==> src/rtl/alu_pkg.sv <==
// Shared ALU definitions: control encodings, arithmetic-op decode and the
// layout of one buffered result entry.
package alu_pkg;

  localparam logic [3:0] ALU_AND = 4'b0000;
  localparam logic [3:0] ALU_OR  = 4'b0001;
  localparam logic [3:0] ALU_ADD = 4'b0010;
  localparam logic [3:0] ALU_SUB = 4'b0110;
  localparam logic [3:0] ALU_SLT = 4'b0111;
  localparam logic [3:0] ALU_NOR = 4'b1100;

  // add and sub share these low control bits; only they produce cout/overflow
  localparam logic [1:0] OP_ARITH_LSB = 2'b10;

  localparam int RESULT_W = 32;
  localparam int FLAGS_W  = 3;
  localparam int CTRL_W   = 4;
  localparam int ENTRY_W  = RESULT_W + FLAGS_W + CTRL_W;

  // flags are {overflow, cout, zero}
  typedef struct packed {
    logic [RESULT_W-1:0] result;
    logic [FLAGS_W-1:0]  flags;
    logic [CTRL_W-1:0]   ctrl;
  } entry_t;

  function automatic logic is_arith(input logic [CTRL_W-1:0] ctrl);
    return (ctrl[1:0] == OP_ARITH_LSB);
  endfunction

endpackage

==> src/rtl/alu_result_queue_if.sv <==
// Producer/consumer bundle around the ALU result queue. The slave view is
// the queue itself; the master view is whoever drives ALU results in and
// takes them out.
interface alu_result_queue_if;
  import alu_pkg::*;

  logic                in_valid;
  logic                in_ready;
  logic [RESULT_W-1:0] in_result;
  logic                in_zero;
  logic                in_cout;
  logic                in_overflow;
  logic [CTRL_W-1:0]   in_ctrl;

  logic                out_valid;
  logic                out_ready;
  logic [RESULT_W-1:0] out_result;
  logic [FLAGS_W-1:0]  out_flags;
  logic [CTRL_W-1:0]   out_ctrl;

  modport slave (
    input  in_valid, in_result, in_zero, in_cout, in_overflow, in_ctrl, out_ready,
    output in_ready, out_valid, out_result, out_flags, out_ctrl
  );

  modport master (
    output in_valid, in_result, in_zero, in_cout, in_overflow, in_ctrl, out_ready,
    input  in_ready, out_valid, out_result, out_flags, out_ctrl
  );
endinterface

==> src/rtl/sync_fifo.sv <==
// Single-clock FIFO with a registered head entry. Pointers carry one extra
// wrap bit so full and empty are distinguished without a separate counter.
// The head register is loaded at the same edge that makes an entry the
// oldest one, so a push into an empty FIFO is visible the next cycle, and
// it reads zero whenever the FIFO is empty.
module sync_fifo #(
  parameter int WIDTH = 39,
  parameter int DEPTH = 4
) (
  input  logic                     clk,
  input  logic                     rst,
  input  logic                     wr_en,
  input  logic [WIDTH-1:0]         wr_data,
  input  logic                     rd_en,
  output logic [WIDTH-1:0]         rd_data,
  output logic                     full,
  output logic                     empty,
  output logic [$clog2(DEPTH):0]   level
);
  localparam int AW = $clog2(DEPTH);
  localparam logic [AW:0] PTR_ONE = (AW+1)'(1);

  logic [WIDTH-1:0] mem_r [DEPTH];
  logic [AW:0]      wr_ptr_r, rd_ptr_r;
  logic [AW:0]      wr_ptr_nxt_s, rd_ptr_nxt_s;
  logic [WIDTH-1:0] head_r, head_nxt_s;
  logic             push_s, pop_s;

  assign full  = (wr_ptr_r[AW] != rd_ptr_r[AW]) && (wr_ptr_r[AW-1:0] == rd_ptr_r[AW-1:0]);
  assign empty = (wr_ptr_r == rd_ptr_r);
  assign level = wr_ptr_r - rd_ptr_r;

  // a full FIFO refuses writes even when a pop happens in the same cycle
  assign push_s  = wr_en & ~full;
  assign pop_s   = rd_en & ~empty;
  assign rd_data = head_r;

  // next pointers and the entry that will sit at the head after this edge
  always_comb begin
    wr_ptr_nxt_s = wr_ptr_r;
    rd_ptr_nxt_s = rd_ptr_r;
    head_nxt_s   = '0;
    if (push_s) begin
      wr_ptr_nxt_s = wr_ptr_r + PTR_ONE;
    end else begin
      wr_ptr_nxt_s = wr_ptr_r;
    end
    if (pop_s) begin
      rd_ptr_nxt_s = rd_ptr_r + PTR_ONE;
    end else begin
      rd_ptr_nxt_s = rd_ptr_r;
    end
    if (wr_ptr_nxt_s == rd_ptr_nxt_s) begin
      head_nxt_s = '0;
    end else if (push_s && (wr_ptr_r[AW-1:0] == rd_ptr_nxt_s[AW-1:0])) begin
      // the entry being written becomes the oldest one
      head_nxt_s = wr_data;
    end else begin
      head_nxt_s = mem_r[rd_ptr_nxt_s[AW-1:0]];
    end
  end

  // pointer and head registers
  always_ff @(posedge clk) begin
    if (rst) begin
      wr_ptr_r <= '0;
      rd_ptr_r <= '0;
      head_r   <= '0;
    end else begin
      wr_ptr_r <= wr_ptr_nxt_s;
      rd_ptr_r <= rd_ptr_nxt_s;
      head_r   <= head_nxt_s;
    end
  end

  // storage array; contents are only meaningful between the pointers
  always_ff @(posedge clk) begin
    if (push_s) begin
      mem_r[wr_ptr_r[AW-1:0]] <= wr_data;
    end
  end
endmodule

==> src/rtl/alu_result_queue.sv <==
// Result stage behind the ALU: buffers {result, flags, ctrl} so a stalled
// consumer never loses a result, masks carry/overflow for non-arithmetic
// ops, and tracks a sticky overflow flag and a saturating add/sub count.
module alu_result_queue
  import alu_pkg::*;
#(
  parameter int DEPTH = 4,
  parameter int CNT_W = 16
) (
  input  logic                   clk,
  input  logic                   rst,
  alu_result_queue_if.slave      bus,
  output logic [$clog2(DEPTH):0] level,
  output logic                   sticky_ovf,
  input  logic                   sticky_clr,
  output logic [CNT_W-1:0]       arith_cnt
);
  localparam logic [CNT_W-1:0] CNT_ONE = CNT_W'(1);

  entry_t             wr_entry_s;
  entry_t             head_s;
  logic [ENTRY_W-1:0] head_raw_s;
  logic               full_s, empty_s;
  logic               arith_s, push_s;
  logic               sticky_ovf_r;
  logic [CNT_W-1:0]   arith_cnt_r;

  assign arith_s      = is_arith(bus.in_ctrl);
  assign bus.in_ready = ~full_s;
  assign push_s       = bus.in_valid & ~full_s;

  // build the stored entry; logic ops never report carry or overflow
  always_comb begin
    wr_entry_s        = '0;
    wr_entry_s.result = bus.in_result;
    wr_entry_s.flags  = {bus.in_overflow & arith_s, bus.in_cout & arith_s, bus.in_zero};
    wr_entry_s.ctrl   = bus.in_ctrl;
  end

  sync_fifo #(
    .WIDTH (ENTRY_W),
    .DEPTH (DEPTH)
  ) u_fifo (
    .clk     (clk),
    .rst     (rst),
    .wr_en   (bus.in_valid),
    .wr_data (wr_entry_s),
    .rd_en   (bus.out_ready),
    .rd_data (head_raw_s),
    .full    (full_s),
    .empty   (empty_s),
    .level   (level)
  );

  assign head_s         = head_raw_s;
  assign bus.out_valid  = ~empty_s;
  assign bus.out_result = head_s.result;
  assign bus.out_flags  = head_s.flags;
  assign bus.out_ctrl   = head_s.ctrl;

  // sticky overflow: a new overflow takes priority over a clear request
  always_ff @(posedge clk) begin
    if (rst) begin
      sticky_ovf_r <= 1'b0;
    end else if (push_s && arith_s && bus.in_overflow) begin
      sticky_ovf_r <= 1'b1;
    end else if (sticky_clr) begin
      sticky_ovf_r <= 1'b0;
    end else begin
      sticky_ovf_r <= sticky_ovf_r;
    end
  end

  // saturating count of accepted add/sub ops
  always_ff @(posedge clk) begin
    if (rst) begin
      arith_cnt_r <= '0;
    end else if (push_s && arith_s && (arith_cnt_r != {CNT_W{1'b1}})) begin
      arith_cnt_r <= arith_cnt_r + CNT_ONE;
    end else begin
      arith_cnt_r <= arith_cnt_r;
    end
  end

  assign sticky_ovf = sticky_ovf_r;
  assign arith_cnt  = arith_cnt_r;
endmodule

==> src/flat_wrapper.sv <==
// flat-port wrapper written by rule: the top's interface ports become plain ports
module alu_result_queue_flat import alu_pkg::*;
#(
  parameter int DEPTH = 4,
  parameter int CNT_W = 16
)
  (clk, rst, level, sticky_ovf, sticky_clr, arith_cnt, bus_in_valid, bus_in_result, bus_in_zero, bus_in_cout, bus_in_overflow, bus_in_ctrl, bus_out_ready, bus_in_ready, bus_out_valid, bus_out_result, bus_out_flags, bus_out_ctrl);
  alu_result_queue_if bus_i ();
  input  logic clk;
  input  logic rst;
  output logic [$clog2(DEPTH):0] level;
  output logic sticky_ovf;
  input  logic sticky_clr;
  output logic [CNT_W-1:0] arith_cnt;
  input wire logic [$bits(bus_i.in_valid)-1:0] bus_in_valid;
  input wire logic [$bits(bus_i.in_result)-1:0] bus_in_result;
  input wire logic [$bits(bus_i.in_zero)-1:0] bus_in_zero;
  input wire logic [$bits(bus_i.in_cout)-1:0] bus_in_cout;
  input wire logic [$bits(bus_i.in_overflow)-1:0] bus_in_overflow;
  input wire logic [$bits(bus_i.in_ctrl)-1:0] bus_in_ctrl;
  input wire logic [$bits(bus_i.out_ready)-1:0] bus_out_ready;
  output wire logic [$bits(bus_i.in_ready)-1:0] bus_in_ready;
  output wire logic [$bits(bus_i.out_valid)-1:0] bus_out_valid;
  output wire logic [$bits(bus_i.out_result)-1:0] bus_out_result;
  output wire logic [$bits(bus_i.out_flags)-1:0] bus_out_flags;
  output wire logic [$bits(bus_i.out_ctrl)-1:0] bus_out_ctrl;
  assign bus_i.in_valid = bus_in_valid;
  assign bus_i.in_result = bus_in_result;
  assign bus_i.in_zero = bus_in_zero;
  assign bus_i.in_cout = bus_in_cout;
  assign bus_i.in_overflow = bus_in_overflow;
  assign bus_i.in_ctrl = bus_in_ctrl;
  assign bus_i.out_ready = bus_out_ready;
  assign bus_in_ready = bus_i.in_ready;
  assign bus_out_valid = bus_i.out_valid;
  assign bus_out_result = bus_i.out_result;
  assign bus_out_flags = bus_i.out_flags;
  assign bus_out_ctrl = bus_i.out_ctrl;
  alu_result_queue #(.DEPTH(DEPTH), .CNT_W(CNT_W)) u_core (.clk(clk), .rst(rst), .bus(bus_i), .level(level), .sticky_ovf(sticky_ovf), .sticky_clr(sticky_clr), .arith_cnt(arith_cnt));
endmodule
==> config.mk <==
export PLATFORM = sky130hd
export DESIGN_NAME = alu_result_queue_flat
export DESIGN_NICKNAME = d
export VERILOG_FILES = /design/src/rtl/alu_pkg.sv /design/src/rtl/alu_result_queue_if.sv /design/src/rtl/sync_fifo.sv /design/src/rtl/alu_result_queue.sv /design/src/flat_wrapper.sv
export SDC_FILE = /design/constraint.sdc
export NUM_CORES = 1
export LEC_CHECK = 0
export ABC_AREA = 0
export BUFFER_PORTS_ARGS = -buffer_cell sky130_fd_sc_hd__buf_2
export CORE_MARGIN = 1
export CORE_UTILIZATION = 60
export DETAILED_ROUTE_END_ITERATION = 12
export PLACE_DENSITY = 0.81
export SLEW_MARGIN = 20
export SYNTH_ARGS = -nofsm -noshare
export SYNTH_HDL_FRONTEND = slang
export SYNTH_SLANG_ARGS = --single-unit
==> constraint.sdc <==
create_clock -name clk -period 6.1 [get_ports clk]
set_input_delay 0.61 -clock clk [delete_from_list [all_inputs] [get_ports clk]]
set_output_delay 0.61 -clock clk [all_outputs]
set_load 0.01 [all_outputs]
==> run summary <==
Core Box Area -> 15830 um^2
Depth of the CTS H-tree -> 1
Hold Startpoint -> bus_in_result[26]
Grt peak-use layer -> met2
Initial antenna violation count -> 2
Internal power -> 3.206 mW
Netlist cell types -> 45
Critical path buffers and inverters -> 3
Clock buffer depth -> 3
Seq/Total Area, Yosys -> 61.14%
WHS -> 0.3314 ns
Avg Cell Area, Syn -> 11.94 um^2
Setup TNS -> 0 ns
Seq pwr share -> 39.0%
Crit path cell chain -> buf_4 -> inv_1 -> ha_1 -> nand2_1 -> o211ai_4 -> a21oi_1 -> o2111ai_4 -> buf_4 -> o211ai_1 -> a21oi_1
Vias/cell -> 6.495
DP Area -> 10310 um^2
Num rows -> 46
Status -> finished clean
Crit path kind -> register to register
Setup Buffers After CTS -> 0
WL final -> 22320 um
Crit end category -> register
Clock Skew -> 0.01437 ns
Clock slew at reported path FFs -> 0.06 ns
Async set-or-reset flop fraction in the synthesized netlist -> 0%
Global Route Usage Sum -> 27.01%
Initial DRC count -> 718
Hold Path Sink -> u_core.u_fifo.mem_r[0][33]
Syn Nets -> 865
Area Overhead vs Synth -> 14.30%
Lkg Pwr -> 3.968 nW
M2 GR Usage -> 46.10%
GR Util met3 -> 4.666%
Clk sinks -> 218
Tot Pwr -> 4.822 mW
WL/cell -> 20.03 um
Skew-Pair Late Insertion Delay -> 0.51 ns
VDD IR max -> 0.0002615 V
RR Startpoint -> u_core.u_fifo.rd_ptr_r[1]
Worst rel slew slack -> 26.03%
Top cell type's share of synthesized area -> 48.33%
Setup-failing EPs final -> 0
Slew Viols, Final -> 0
Post-Layout Cell Count -> 1114
I/O Buffers -> 104
Reg2reg path depth -> 10
Vias in the first global route -> 6897
Achievable clock frequency -> 0.2593 GHz
Crit Path Max Fanout -> 45
Die height -> 129.1 um
Cells after Synth -> 812
HPWL Detailed -> 12350 um
Synthesized area -> 9692 um^2
Gr ovfl total -> 0
Gate power share -> 33.1%
DRT antenna net count -> 0
Initial DRT Pass Iterations -> 5
Design Area, Final -> 11080 um^2
Clock power frac -> 27.8%
Filler instances -> 1111
# DRC -> 0
Post-synth top area cell -> edfxtp_1
HP Class -> input pin to register
Initial cell density of the core -> 61.23%
Largest net degree at the start of global routing -> 125
Final period util -> 63.21%
M1 GR Usage -> 35.06%
Max_cap viols -> 0
Crit start category -> register
Worst-Margin Slew -> 1.109 ns
Min cycle time layout -> 3.856 ns
WP data required -> 6.52 ns
Total CTS buffers -> 23
Layout cells sized above 1 -> 22.54%
Slowest CP cell -> o211ai_4
Hold_buf cts -> 0
Clk root buf -> clkbuf_16
CP top delay family -> compound AO/OA/AOI/OAI gates
CP peak stage delay -> 0.83 ns
Post-synth EDFFs -> 156
R2r setup slk -> 2.24 ns
Worst Hold Path Cells -> 1
Die area -> 16670 um^2
Resized cells post-CTS -> 0
Ranking of synthesized cells by area -> edfxtp_1 48%, dfxtp_1 13%, o221a_2 4.5%
First-pass GRT wire length -> 34950 um
Final Hold Viols -> 0
Gpl congestion -> 0.7764
Flops & latches, synth -> 218
Synthesis warning total -> 0
Cell Pwr Density -> 435.3 nW/um^2
R2r endpoint -> u_core.u_fifo.rd_data[16]
Switching Power -> 1.616 mW
Switching share of power -> 33.51%
Total number of vias -> 7235
Most common flop cell mapped by yosys -> edfxtp_1
I/O Pins -> 105
Critical path data arrival time -> 4.28 ns
RSZ-0062 raised after global routing -> false
TritonCTS clock tree -> yes
Die width -> 129.1 um
Final nets -> 933
Placed cells -> 1070
layout by cell type, fill, tap and decap left out, drive strengths merged, types with 3 or more instances in the layout:
cell type    n
nand2       15
nand3        6
nor3         4
o211ai      41
o21ai       44
o22ai       39
xor2        12
nor2        61
ha           8
edfxtp     156
a21oi       47
and3         7
xnor2        8
buf        114
clkbuf      34
or3          3
or2         38
clkinv       5
dfxtp       62
nand4        7
inv         47
o221a       39
o32ai       39
o221ai      39
sequential cells by signal (all words and copies together), names as in the netlist:
signal and cells:
u_core.arith_cnt 16, u_core.u_fifo.mem_r 156, u_core.sticky_ovf 1, u_core.u_fifo.rd_ptr_r 3, u_core.u_fifo.rd_data 39, u_core.u_fifo.wr_ptr_r 3
synthesized netlist by cell type (8+ instances only):
| cell type | count |
|---|---|
| a21oi_1 | 47 |
| buf_2 | 9 |
| clkbuf_1 | 57 |
| dfxtp_1 | 62 |
| edfxtp_1 | 156 |
| ha_1 | 8 |
| inv_1 | 46 |
| nand2_1 | 15 |
| nor2_1 | 61 |
| o211ai_1 | 40 |
| o21ai_0 | 43 |
| o221a_2 | 39 |
| o221ai_1 | 39 |
| o22ai_1 | 39 |
| o32ai_1 | 39 |
| or2_1 | 36 |
| xor2_1 | 12 |
worst max path at each step:
stage | startpoint | end | slack [ns] | cells past startpoint
2_1_floorplan | u_core.u_fifo.rd_ptr_r[1] | u_core.u_fifo.mem_r[1][0] | 2.96 | 8
3_3_place_gp | u_core.u_fifo.rd_ptr_r[1] | u_core.u_fifo.rd_data[4] | 1.98 | 10
3_5_place_dp | u_core.u_fifo.rd_ptr_r[1] | u_core.u_fifo.rd_data[6] | 1.80 | 10
4_1_cts | u_core.u_fifo.rd_ptr_r[1] | u_core.u_fifo.rd_data[16] | 1.77 | 10
5_1_grt | u_core.u_fifo.rd_ptr_r[1] | u_core.u_fifo.rd_data[3] | 1.94 | 10
6_report | u_core.u_fifo.rd_ptr_r[1] | u_core.u_fifo.rd_data[16] | 2.24 | 10
metrics by stage:
stage | util, % | worst slack, ns
final | 69.99 | 2.244
after global routing | 69.96 | 1.944
after CTS | 69.74 | 1.774
after detailed placement | 65.13 | 1.804
after global placement | 65.13 | 1.984
after floorplan | - | 2.956
cells by family after synthesis:
family | count (synthesis) | synth area share (%)
and+or+nand+nor | 148 | 7.514
DFF | 218 | 61.14
buffers and inverters | 117 | 4.764
muxes | 2 | 0.2066
AOI/OAI and AO/OA | 297 | 23.02
adders and majority gates | 9 | 1.239
xor gates and xnor gates | 21 | 2.117
power groups by stage:
stage / Combinational, mW / Sequential, mW / Clock [mW]
after floorplan: 1.07 / 1.94 / 0
after global placement: 1.50 / 1.90 / 0
final: 1.60 / 1.88 / 1.34
after detailed placement: 1.56 / 1.91 / 0
after global routing: 1.75 / 1.90 / 1.41
after CTS: 1.57 / 1.88 / 1.36
routing by layer:
metal / share of wire (%) / vias up
met3: 7.2 / 49
li1: - / 3323
met4: 2.1 / 0
met5: 0 / -
met1: 41 / 3540
met2: 50 / 323
area by class of cell:
cell class	count	area, um^2	area share, %
clock buffer	34	666.9	6.020
antenna	2	5.005	0.04518
tap	216	270.3	2.440
timing repair buffer	114	619.3	5.591
multi-input combinational	477	3351	30.25
inverter	46	172.7	1.559
clock inverter	7	62.56	0.5647
sequential	218	5931	53.54
Power figures use the tool's default switching activity.
